[src/rtl/alarm_pkg.sv]
// Shared types and default timing constants for the alarm trigger block.
package alarm_pkg;

  localparam int unsigned DEF_TICK_DIV   = 50_000_000;
  localparam int unsigned DEF_TONE_DIV   = 25_000;
  localparam int unsigned DEF_RING_SEC   = 60;
  localparam int unsigned DEF_SNOOZE_SEC = 300;

  typedef enum logic [1:0] {
    IDLE    = 2'd0,
    RINGING = 2'd1,
    SNOOZE  = 2'd2
  } alarm_state_t;

endpackage

[src/rtl/btn_sync_edge.sv]
// Two-flop synchronizer for an active-low button plus a registered
// one-cycle press pulse on the synchronized falling edge.
module btn_sync_edge (
  input  logic clk,
  input  logic rst,
  input  logic btn_n_i,
  output logic press_o
);

  logic meta_q, sync_q, prev_q, press_q;

  // Flops reset to 1 so a released button never looks like a press.
  always_ff @(posedge clk or posedge rst) begin
    if (rst) begin
      meta_q  <= 1'b1;
      sync_q  <= 1'b1;
      prev_q  <= 1'b1;
      press_q <= 1'b0;
    end else begin
      meta_q  <= btn_n_i;
      sync_q  <= meta_q;
      prev_q  <= sync_q;
      press_q <= prev_q & ~sync_q;
    end
  end

  assign press_o = press_q;

endmodule

[src/rtl/alarm_trigger.sv]
// Alarm clock trigger: time match edge detect, ring/snooze FSM with
// second-based timeouts, and a square-wave buzzer driven while ringing.
module alarm_trigger
  import alarm_pkg::*;
#(
  parameter int unsigned TICK_DIV   = DEF_TICK_DIV,
  parameter int unsigned TONE_DIV   = DEF_TONE_DIV,
  parameter int unsigned RING_SEC   = DEF_RING_SEC,   // 1..65535
  parameter int unsigned SNOOZE_SEC = DEF_SNOOZE_SEC  // 1..65535
) (
  input  logic       clk,
  input  logic       rst,
  input  logic       alarm_en,
  input  logic [7:0] time_hour,
  input  logic [7:0] time_minute,
  input  logic [7:0] time_second,
  input  logic [7:0] alarm_hour,
  input  logic [7:0] alarm_minute,
  input  logic [7:0] alarm_second,
  input  logic       stop_n,
  input  logic       snooze_n,
  output logic       buzzer,
  output logic       ringing,
  output logic       snoozed
);

  localparam int TW  = (TICK_DIV > 1) ? $clog2(TICK_DIV) : 1;
  localparam int TNW = (TONE_DIV > 1) ? $clog2(TONE_DIV) : 1;

  alarm_state_t   state_q, state_d;
  logic [TW-1:0]  tick_q;
  logic [15:0]    sec_q;
  logic [TNW-1:0] tone_q;
  logic           buzzer_q, ringing_q, snoozed_q;
  logic           match_q, match_prev_q, primed_q;

  logic match, trigger, stop_p, snooze_p;
  logic tick_wrap, ring_done, snz_done, tone_wrap;

  btn_sync_edge u_stop (
    .clk     (clk),
    .rst     (rst),
    .btn_n_i (stop_n),
    .press_o (stop_p)
  );

  btn_sync_edge u_snooze (
    .clk     (clk),
    .rst     (rst),
    .btn_n_i (snooze_n),
    .press_o (snooze_p)
  );

  always_comb begin
    match = alarm_en && (time_hour == alarm_hour) &&
            (time_minute == alarm_minute) && (time_second == alarm_second);
    // primed_q blocks a trigger from a match that was already true at reset release.
    trigger   = match_q & ~match_prev_q & primed_q;
    tick_wrap = (tick_q == TW'(TICK_DIV - 1));
    ring_done = tick_wrap && (sec_q == 16'(RING_SEC - 1));
    snz_done  = tick_wrap && (sec_q == 16'(SNOOZE_SEC - 1));
    tone_wrap = (tone_q == TNW'(TONE_DIV - 1));

    state_d = state_q;
    if (!alarm_en) begin
      state_d = IDLE;
    end else begin
      unique case (state_q)
        IDLE:    if (trigger) state_d = RINGING;
        RINGING: begin
          if (stop_p)         state_d = IDLE;
          else if (snooze_p)  state_d = SNOOZE;
          else if (ring_done) state_d = IDLE;
        end
        SNOOZE: begin
          if (stop_p)        state_d = IDLE;
          else if (snz_done) state_d = RINGING;
        end
        default: state_d = IDLE;
      endcase
    end
  end

  always_ff @(posedge clk or posedge rst) begin
    if (rst) begin
      state_q      <= IDLE;
      tick_q       <= '0;
      sec_q        <= '0;
      tone_q       <= '0;
      buzzer_q     <= 1'b0;
      ringing_q    <= 1'b0;
      snoozed_q    <= 1'b0;
      match_q      <= 1'b0;
      match_prev_q <= 1'b0;
      primed_q     <= 1'b0;
    end else begin
      state_q      <= state_d;
      match_q      <= match;
      match_prev_q <= match_q;
      primed_q     <= primed_q | ~match;
      ringing_q    <= (state_d == RINGING);
      snoozed_q    <= (state_d == SNOOZE);

      // Counters restart on every state entry so each timeout is exact.
      if ((state_d != state_q) || (state_d == IDLE)) begin
        tick_q <= '0;
        sec_q  <= '0;
      end else if (tick_wrap) begin
        tick_q <= '0;
        sec_q  <= sec_q + 16'd1;
      end else begin
        tick_q <= tick_q + 1'b1;
      end

      if ((state_d == RINGING) && (state_q == RINGING)) begin
        if (tone_wrap) begin
          tone_q   <= '0;
          buzzer_q <= ~buzzer_q;
        end else begin
          tone_q <= tone_q + 1'b1;
        end
      end else begin
        tone_q   <= '0;
        buzzer_q <= 1'b0;
      end
    end
  end

  assign buzzer  = buzzer_q;
  assign ringing = ringing_q;
  assign snoozed = snoozed_q;

endmodule

[config.mk]
export PLATFORM = sky130hd
export DESIGN_NAME = alarm_trigger
export DESIGN_NICKNAME = d
export VERILOG_FILES = /design/src/rtl/alarm_pkg.sv /design/src/rtl/btn_sync_edge.sv /design/src/rtl/alarm_trigger.sv
export SDC_FILE = /design/constraint.sdc
export NUM_CORES = 1
export LEC_CHECK = 0
export CAP_MARGIN = 10
export CORE_MARGIN = 2
export CORE_UTILIZATION = 49
export CTS_CLUSTER_DIAMETER = 60
export DETAILED_ROUTE_END_ITERATION = 16
export PLACE_DENSITY = 0.82
export SLEW_MARGIN = 20
export SYNTH_ARGS = -nofsm -noshare
export SYNTH_HDL_FRONTEND = slang
export SYNTH_SLANG_ARGS = --single-unit
[constraint.sdc]
create_clock -name clk -period 2.5 [get_ports clk]
set_input_delay 0.75 -clock clk [delete_from_list [all_inputs] [get_ports clk]]
set_output_delay 0.75 -clock clk [all_outputs]
set_load 0.01 [all_outputs]
# --- Word level (Yosys, flattened, before mapping) ---
# Cells that the tools add are included.
classes:
  add_sub_neg: 3
  eq_ne: 13
  mux: 16
  n_bitwise: 10
  n_reduce_logical: 10
op_table:
  columns: ["op", "n"]
  rows:
  - ["26-bit 2-to-1 mux", 2]
  - ["16-bit 2-to-1 mux", 2]
  - ["15-bit 2-to-1 mux", 2]
  - ["26-bit by 1-bit adder with 26-bit output (second input constant)", 1]
  - ["26-bit equality test (second input constant)", 1]
  - ["8-bit equality test", 3]
  - ["16-bit by 1-bit adder with 16-bit output (second input constant)", 1]
  - ["16-bit by 6-bit equality test with 1-bit output (second input constant)", 1]
  - ["16-bit by 9-bit equality test with 1-bit output (second input constant)", 1]
  - ["15-bit by 1-bit adder with 15-bit output (second input constant)", 1]
  - ["15-bit equality test (second input constant)", 1]
  - ["2-bit 2-to-1 mux", 7]
  - ["1-bit logical AND", 6]
  - ["2-bit case mux with 3 select lines", 1]
  - ["1-bit NOT", 5]
  - ["1-bit bitwise AND", 4]
  - ["2-bit by 1-bit equality test with 1-bit output (second input constant)", 2]
  - ["2-bit equality test (second input constant)", 2]
  - ["2-bit zero test", 2]
  - ["1-bit 2-to-1 mux", 2]
  - ["2-bit != test", 1]
  - ["2-bit != test (second input constant)", 1]
  - ["2-bit nonzero test", 1]
  - ["1-bit logical OR", 1]
  - ["1-bit bitwise OR", 1]
word_totals:
  reg_bits: 73
  in_bits: 53
  out_inout_bits: 3
  elab_cells: 70

# --- Logic depth before layout (Yosys ltp) ---
# Gate-level depths: netlist of run 1.
depth:
  ltp_word: 10
  ltp_mapped: 7
  mapped_depth_nobuf: 6

# --- By module ---
# Synthesis of run 1 repeated with hierarchy kept, for this count alone.
hier_totals:
  cells_unflattened: 379
  area_unflattened_um2: 3768.6
modules_own_cells:
  columns: ["mod", "instances", "cells_per_inst", "area_each_um2", "seq_area_each_um2"]
  rows:
  - ["alarm_trigger", 1, 367, 3525.9, 1626.6]
  - ["btn_sync_edge", 2, 6, 121.4, 103.8]

# --- Least setup slack after synthesis of run 1 ---
# Ideal clock, no wire load.
synth_timing:
  path_type: "reg2reg"
  startpoint: "reg tick_q[16]"
  endpoint: "reg tick_q[12]"
  setup_time_ps: 138
  arrival_time_ps: 1965
  required_ps: 2362
  slack_ps: 397
  path_stages_with_launch: 7
  n_path_buf: 1
  period_less_slack_ps: 2103
  path_cell_list: "dfrtp_1 or4_4 nor4_4 nand2_2 o211ai_2 buf_2 a211oi_1"
synth_between:
  elab_chain_len: 10
  elab_cells_between_ends: 15
  cone_classes: "2 x eq/ne; 9 x mux; 4 x reduce/logical"
synth_lines:
  columns: ["item", "line_no", "source"]
  rows:
  - ["start, declared", "alarm_trigger.sv:31", "logic [TW-1:0] tick_q;"]
  - ["start signal, assigned", "alarm_trigger.sv:112", "tick_q <= tick_q + 1'b1;"]
  - ["26-bit equality test (*)", "alarm_trigger.sv:59", "tick_wrap = (tick_q == TW'(TICK_DIV - 1));"]
  - ["1-bit logical AND", "alarm_trigger.sv:60", "ring_done = tick_wrap && (sec_q == 16'(RING_SEC - 1));"]
  - ["2-bit 2-to-1 mux", "alarm_trigger.sv:73", "else if (ring_done) state_d = IDLE;"]
  - ["2-bit 2-to-1 mux", "alarm_trigger.sv:72", "else if (snooze_p) state_d = SNOOZE;"]
  - ["2-bit 2-to-1 mux", "alarm_trigger.sv:71", "if (stop_p) state_d = IDLE;"]
  - ["2-bit case mux with 3 select lines", "alarm_trigger.sv:68", "unique case (state_q)"]
  - ["2-bit 2-to-1 mux", "alarm_trigger.sv:65", "if (!alarm_en) begin"]
  - ["2-bit != test / 2-bit zero test (equally long branches)", "alarm_trigger.sv:105", "if ((state_d != state_q) || (state_d == IDLE)) begin"]
  - ["1-bit logical OR", "alarm_trigger.sv:105", null]
  - ["26-bit 2-to-1 mux (*)", "alarm_trigger.sv:105", null]
# Every way passes the cells marked *; elsewhere a longest branch is shown, timed or not.
# A chain may end at the register's enable or synchronous reset.

# --- Worst setup path after layout of run 1 ---
layout_timing:
  startpoint: "reg tick_q[18]"
  endpoint: "reg tick_q[5]"
# Same word-level chain as after synthesis.

==> results of run 1 <==
-- per-stage QoR --
| step | TNS [ps] | total power, mW | utilization |
|---|---|---|---|
| finish | 0 | 2.39 | 0.629 |
| global route | 0 | 2.48 | 0.629 |
| CTS | 0 | 2.42 | 0.629 |
| detailed placement | -99.4 | 1.38 | 0.599 |
| global placement | -40.6 | 1.37 | 0.599 |
| floorplan | 0 | 1.27 | - |
-- cell type report --
type	instances	area [µm²]	area share
Inverter	7	30.0	0.00624
Timing Repair Buffer	69	681	0.141
Clock buffer	11	151	0.0315
Multi-Input combinational cell	283	1910	0.397
Sequential cell	73	1830	0.381
Clock inverter	5	77.6	0.0161
Tap cell	102	128	0.0265
-- routing by layer --
layer  wire length, µm  GRT usage  vias up
li1                  -          -     1479
met1              3460      0.252     1460
met2              3970      0.335       67
met4               170     0.0672        0
met3               275     0.0496       18
met5                 0          0        -
-- worst paths after layout --
kind,from,slack [ps],endpoint
worst max register to register,tick_q[18],180,tick_q[5]
worst min register to register,u_snooze.meta_q,360,u_snooze.sync_q
min in group asynchronous,rst,730,snoozed
max in group asynchronous,rst,1180,tick_q[25]
worst max-delay path,tick_q[18],180,tick_q[5]
worst min-delay path,u_snooze.meta_q,360,u_snooze.sync_q
-- power breakdown --
group	leakage (nW)	switching [mW]	total, mW	internal [mW]
clock network	0.115	0.430	1.04	0.612
logic	0.737	0.0553	0.158	0.103
registers	0.992	0.00306	1.19	1.19
-- cells by family (layout without fill, tap and decap cells) --
group / count (synthesis) / count (layout) / share of synthesized area
AOI/OAI and AO/OA: 48 / 48 / 0.0759
xor gates and xnor gates: 77 / 77 / 0.176
adders and majority gates: 3 / 3 / 0.00977
buffers and inverters: 22 / 92 / 0.0251
DFF: 73 / 73 / 0.478
muxes: 1 / 1 / 0.00261
and+or+nand+nor: 154 / 154 / 0.234
-- worst max-delay path: stages, from the launching register on --
cell and delay [ps]:
dfrtp_1 380, or4b_2 680, nor4_2 390, nand4_1 220, nand2_2 190, buf_4 210, a211oi_1 100
-- flip-flops by register name, summed over array words and instances (netlist names), 2 cells and up --
register / count
state_q: 2
tone_q: 15
tick_q: 26
sec_q: 16
-- placed cells by master, fill, tap and decap left out, drive strengths merged, types with 9 or more instances in the layout --
cell type,netlist,final
and4,9,9
nand3,27,27
a21oi,29,29
xnor2,44,44
and3,11,11
xor2,33,33
dfrtp,67,67
nand4,22,22
nor2,27,27
clkbuf,4,11
buf,11,14
a211oi,15,15
clkdlybuf4s50,0,55
nand2,18,18
==> out/results.ini, run 1 <==
[status]
status=finished clean

[timing]
finalSetupViolCount=0
timing.hold.ws_ps=358
period_share=0.927
finalHoldViolCount=0
timing.final.ws_setup_ps=182
fmax_ghz=0.431
fin_skew_ps=8.40
grt_setup_unrepaired=false
min_period_ps=2320
drv_slew=0
worstMarginPinSlew_ps=394
max-slew-margin-rel=0.735

[route]
wl_um=7870
first_iter_violations=258
final_antenna_net_count=0
vias=3024
drtPass1Iterations=4
drc=0
vias_per_cell=5.50
avgRoutedWirePerCell_um=14.3

[setup_path]
worstSetupStartpointType=flop
cp.arrival_ps=2530
cp_max_fo=13
r2r_cells=6
required_ps=2710
worstSetupPathType=reg -> reg
worst_setup_path_end_kind=flop

[layout]
finalNonFillerCells=550
area_growth_pct=25.3
diodes=0
fillers=588
drive_gt1_frac=0.100
nets=499
finalInstanceArea_um2=4810

[run]
cap_viol_max_count=0

[die]
fp.dieW_um=92.5
ios=56
rows=32
start_util=0.502
chipHeight_um=92.5
dieArea_um2=8560
core_area_um2=7650

[clock_tree]
cts_buffers=9
postCtsHoldBufs=0
cts_tree=yes
cts.sinks=73
path_clk_slew_ps=80
cts-root-to-sink-buffers=2
ctsResizeCount=0
insertion_delay_ps=350
htree_num_levels=3
post_cts_buffers=0
cts_root_buf=clkbuf_8

[synth]
synth_enable_flop_cells=0
ys_ff_latch=73
yosysSeqAreaShare=0.478
avgSynthCellArea_um2=10.2
synth_cell_type_count=40
synth.largest_area_cell=dfrtp_1
synth_area_leaders=dfrtp_1 44%, xnor2_1 10%, xor2_1 7.5%
ys.flop_type=dfrtp_1
synth_nets=434
yosys_warnings=0
yosys-top-cells-count=67 x dfrtp_1, 44 x xnor2_1, 33 x xor2_1
yosysMostFrequentCell=dfrtp_1
synth_top_area_share=0.436
syn-cell-area_um2=3840
postSynthCellCount=378
async_flop_share=1.00

[global_route]
grt_first_pass_wirelength_um=13700
grt_pass1_vias=2999
antenna_found_initial=0
grt_max_degree=57
grt_overflow_total=0
grtUsageTotal=0.199

[power]
powerDensity_nw_per_um2=498
ir_drop_uv=424
p_leak_nw=1.84

[placement]
place_area_um2=4580
hpwl_um=5630
dp_slack_ps=-99.4
io_buffers=55
gp_congestion=0.832
place_inst=534

[hold_path]
min_path_type=reg -> reg
min_path_cells=0

Note: power is estimated with default switching activity, not from simulation.
==> run 2: changes to the inputs <==
CORE_ASPECT_RATIO = 1.2   (was not set)
SLEW_MARGIN = not set   (was 20)
==> run 2 against run 1 <==
Critical path depth unchanged. Flip-flop and latch count unchanged. Sequential power about the same. Cell count decreased by 2.0%. Global-route usage increased by 0.66 points. Clock skew increased by 1.7 ps. Worst setup slack got worse by 46 ps. Non-clock buffer count decreased by 1.
==> out/results.ini, run 2 (synthesis results as in run 1) <==
[status]
status=finished clean

[power]
p_clk_frac=0.426
internal_power_mw=1.86
comb_power_share=0.068
switchingPower_mw=0.501
p_seq_frac=0.506
p_sw_frac=0.212
powerDensity_nw_per_um2=492
p_leak_nw=1.84
ir_drop_uv=467
power_mw=2.36

[die]
start_util=0.501
ios=56
dieArea_um2=8570
chipHeight_um=101
core_area_um2=7660
fp.dieW_um=84.8
rows=35

[timing]
fmax_ghz=0.423
min_period_ps=2360
drv_slew=0
worstMarginPinSlew_ps=436
grt_setup_unrepaired=false
finalHoldViolCount=0
period_share=0.946
max-slew-margin-rel=0.706
finalSetupViolCount=0
fin_skew_ps=10.1

[route]
wl_um=8150
final_antenna_net_count=0
first_iter_violations=190
drtPass1Iterations=4
vias=3049
vias_per_cell=5.66
avgRoutedWirePerCell_um=15.1
drc=0

[placement]
gp_congestion=0.786
place_area_um2=4580
io_buffers=55
place_inst=523
hpwl_um=5880

[layout]
largestRegisters=tick_q: 26 flops, sec_q: 16 flops, tone_q: 15 flops
final_common_cell=dfrtp_1
drive_gt1_frac=0.0962
final_cell_mix=67 x dfrtp_1, 55 x clkdlybuf4s50_1, 44 x xnor2_1, 33 x xor2_1, 29 x a21oi_1
nets=498
diodes=0
top_register=tick_q
finalInstanceArea_um2=4790
final_util=0.625
area_growth_pct=24.8
finalNonFillerCells=539
largest_reg_flops=26

[clock_tree]
path_clk_slew_ps=80
postCtsHoldBufs=0
cts_buffers=9
cts_root_buf=clkbuf_8
ctsResizeCount=0
insertion_delay_ps=340
cts-root-to-sink-buffers=2
cts.sinks=73
post_cts_buffers=0
cts_tree=yes
htree_num_levels=3

[setup_path]
cp_slowest_cell=or4_1
crit_family=simple AND/OR/NAND/NOR gates
rr_endpoint=tick_q[3]
worstSetupPathType=in -> reg
r2r-start=tick_q[18]
cp.arrival_ps=2580
critical_path.max_stage_delay_ps=560
worst_setup_path_end_kind=flop
required_ps=2720
cp_num_buf_inv=1
r2r_slack_ps=140
cp_max_fo=2
r2r_cells=6
worstSetupStartpointType=input port
cp_cell_sequence=clkdlybuf4s50_1 > xnor2_1 > nand4_1 > or4_1 > nor4_1 > nand2b_1

[global_route]
grt_first_pass_wirelength_um=14100
grt_overflow_total=0
antenna_found_initial=0
grt_max_degree=74
grtUsageTotal=0.206
grt_pass1_vias=3143

[run]
cap_viol_max_count=0

[hold_path]
hold_path_startpoint=u_snooze.meta_q
min_path_cells=0
holdPathEnd=u_snooze.sync_q
min_path_type=reg -> reg

-- run 2: cell types whose count changed in the layout (fill, tap and decap cells not counted) --
cell	delta
clkbuf_1	+1
clkbuf_8	-2
buf_4	-2
clkinv_2	-1
clkinv_4	+1
inv_6	+1
buf_12	+1
-- run 2: per-layer routing --
metal / track usage / vias to the layer above / share of wire
met2: 0.373 / 58 / 0.54
met3: 0.0410 / 10 / 0.027
met1: 0.240 / 1504 / 0.42
li1: - / 1477 / -
met5: 0 / - / 0
met4: 0.0781 / 0 / 0.014
-- run 2: worst max-delay path by stage --
stage,cells after the start,from,end
after CTS,6,alarm_hour[4],primed_q
after detailed placement,6,alarm_minute[1],primed_q
after global placement,6,alarm_minute[6],primed_q
after floorplan,6,tick_q[16],tick_q[12]
after global routing,6,alarm_minute[4],primed_q
final,6,alarm_hour[4],primed_q
-- run 2: cell type report --
type	instances	area [µm²]
clock buffer	10	128
clock inverter	6	90.1
fill	561	2870
inverter	7	30.0
multi-input combinational	283	1910
sequential	73	1830
tap	92	115
timing repair buffer	68	686
-- run 2: power by group through the flow --
stage	logic (mW)	registers, mW	clock network [mW]
3_5_place_dp	0.163	1.22	0
5_1_grt	0.176	1.19	1.08
2_1_floorplan	0.0577	1.22	0
6_report	0.161	1.19	1.00
4_1_cts	0.164	1.19	1.03
3_3_place_gp	0.157	1.22	0
-- run 2: worst register-to-register path: stages (launching register included) --
cell and delay (ps):
dfrtp_1 430, or4b_2 690, nor4_2 390, nand4_1 210, nand2_2 190, buf_4 220
a211oi_1 100
-- run 2: per-stage QoR --
stage	setup WS, ps	TNS [ps]	hold WS, ps
2_1_floorplan	397	0	345
3_3_place_gp	-37.8	-37.8	346
3_5_place_dp	-219	-360	348
4_1_cts	157	0	360
5_1_grt	22.0	0	364
6_report	136	0	360
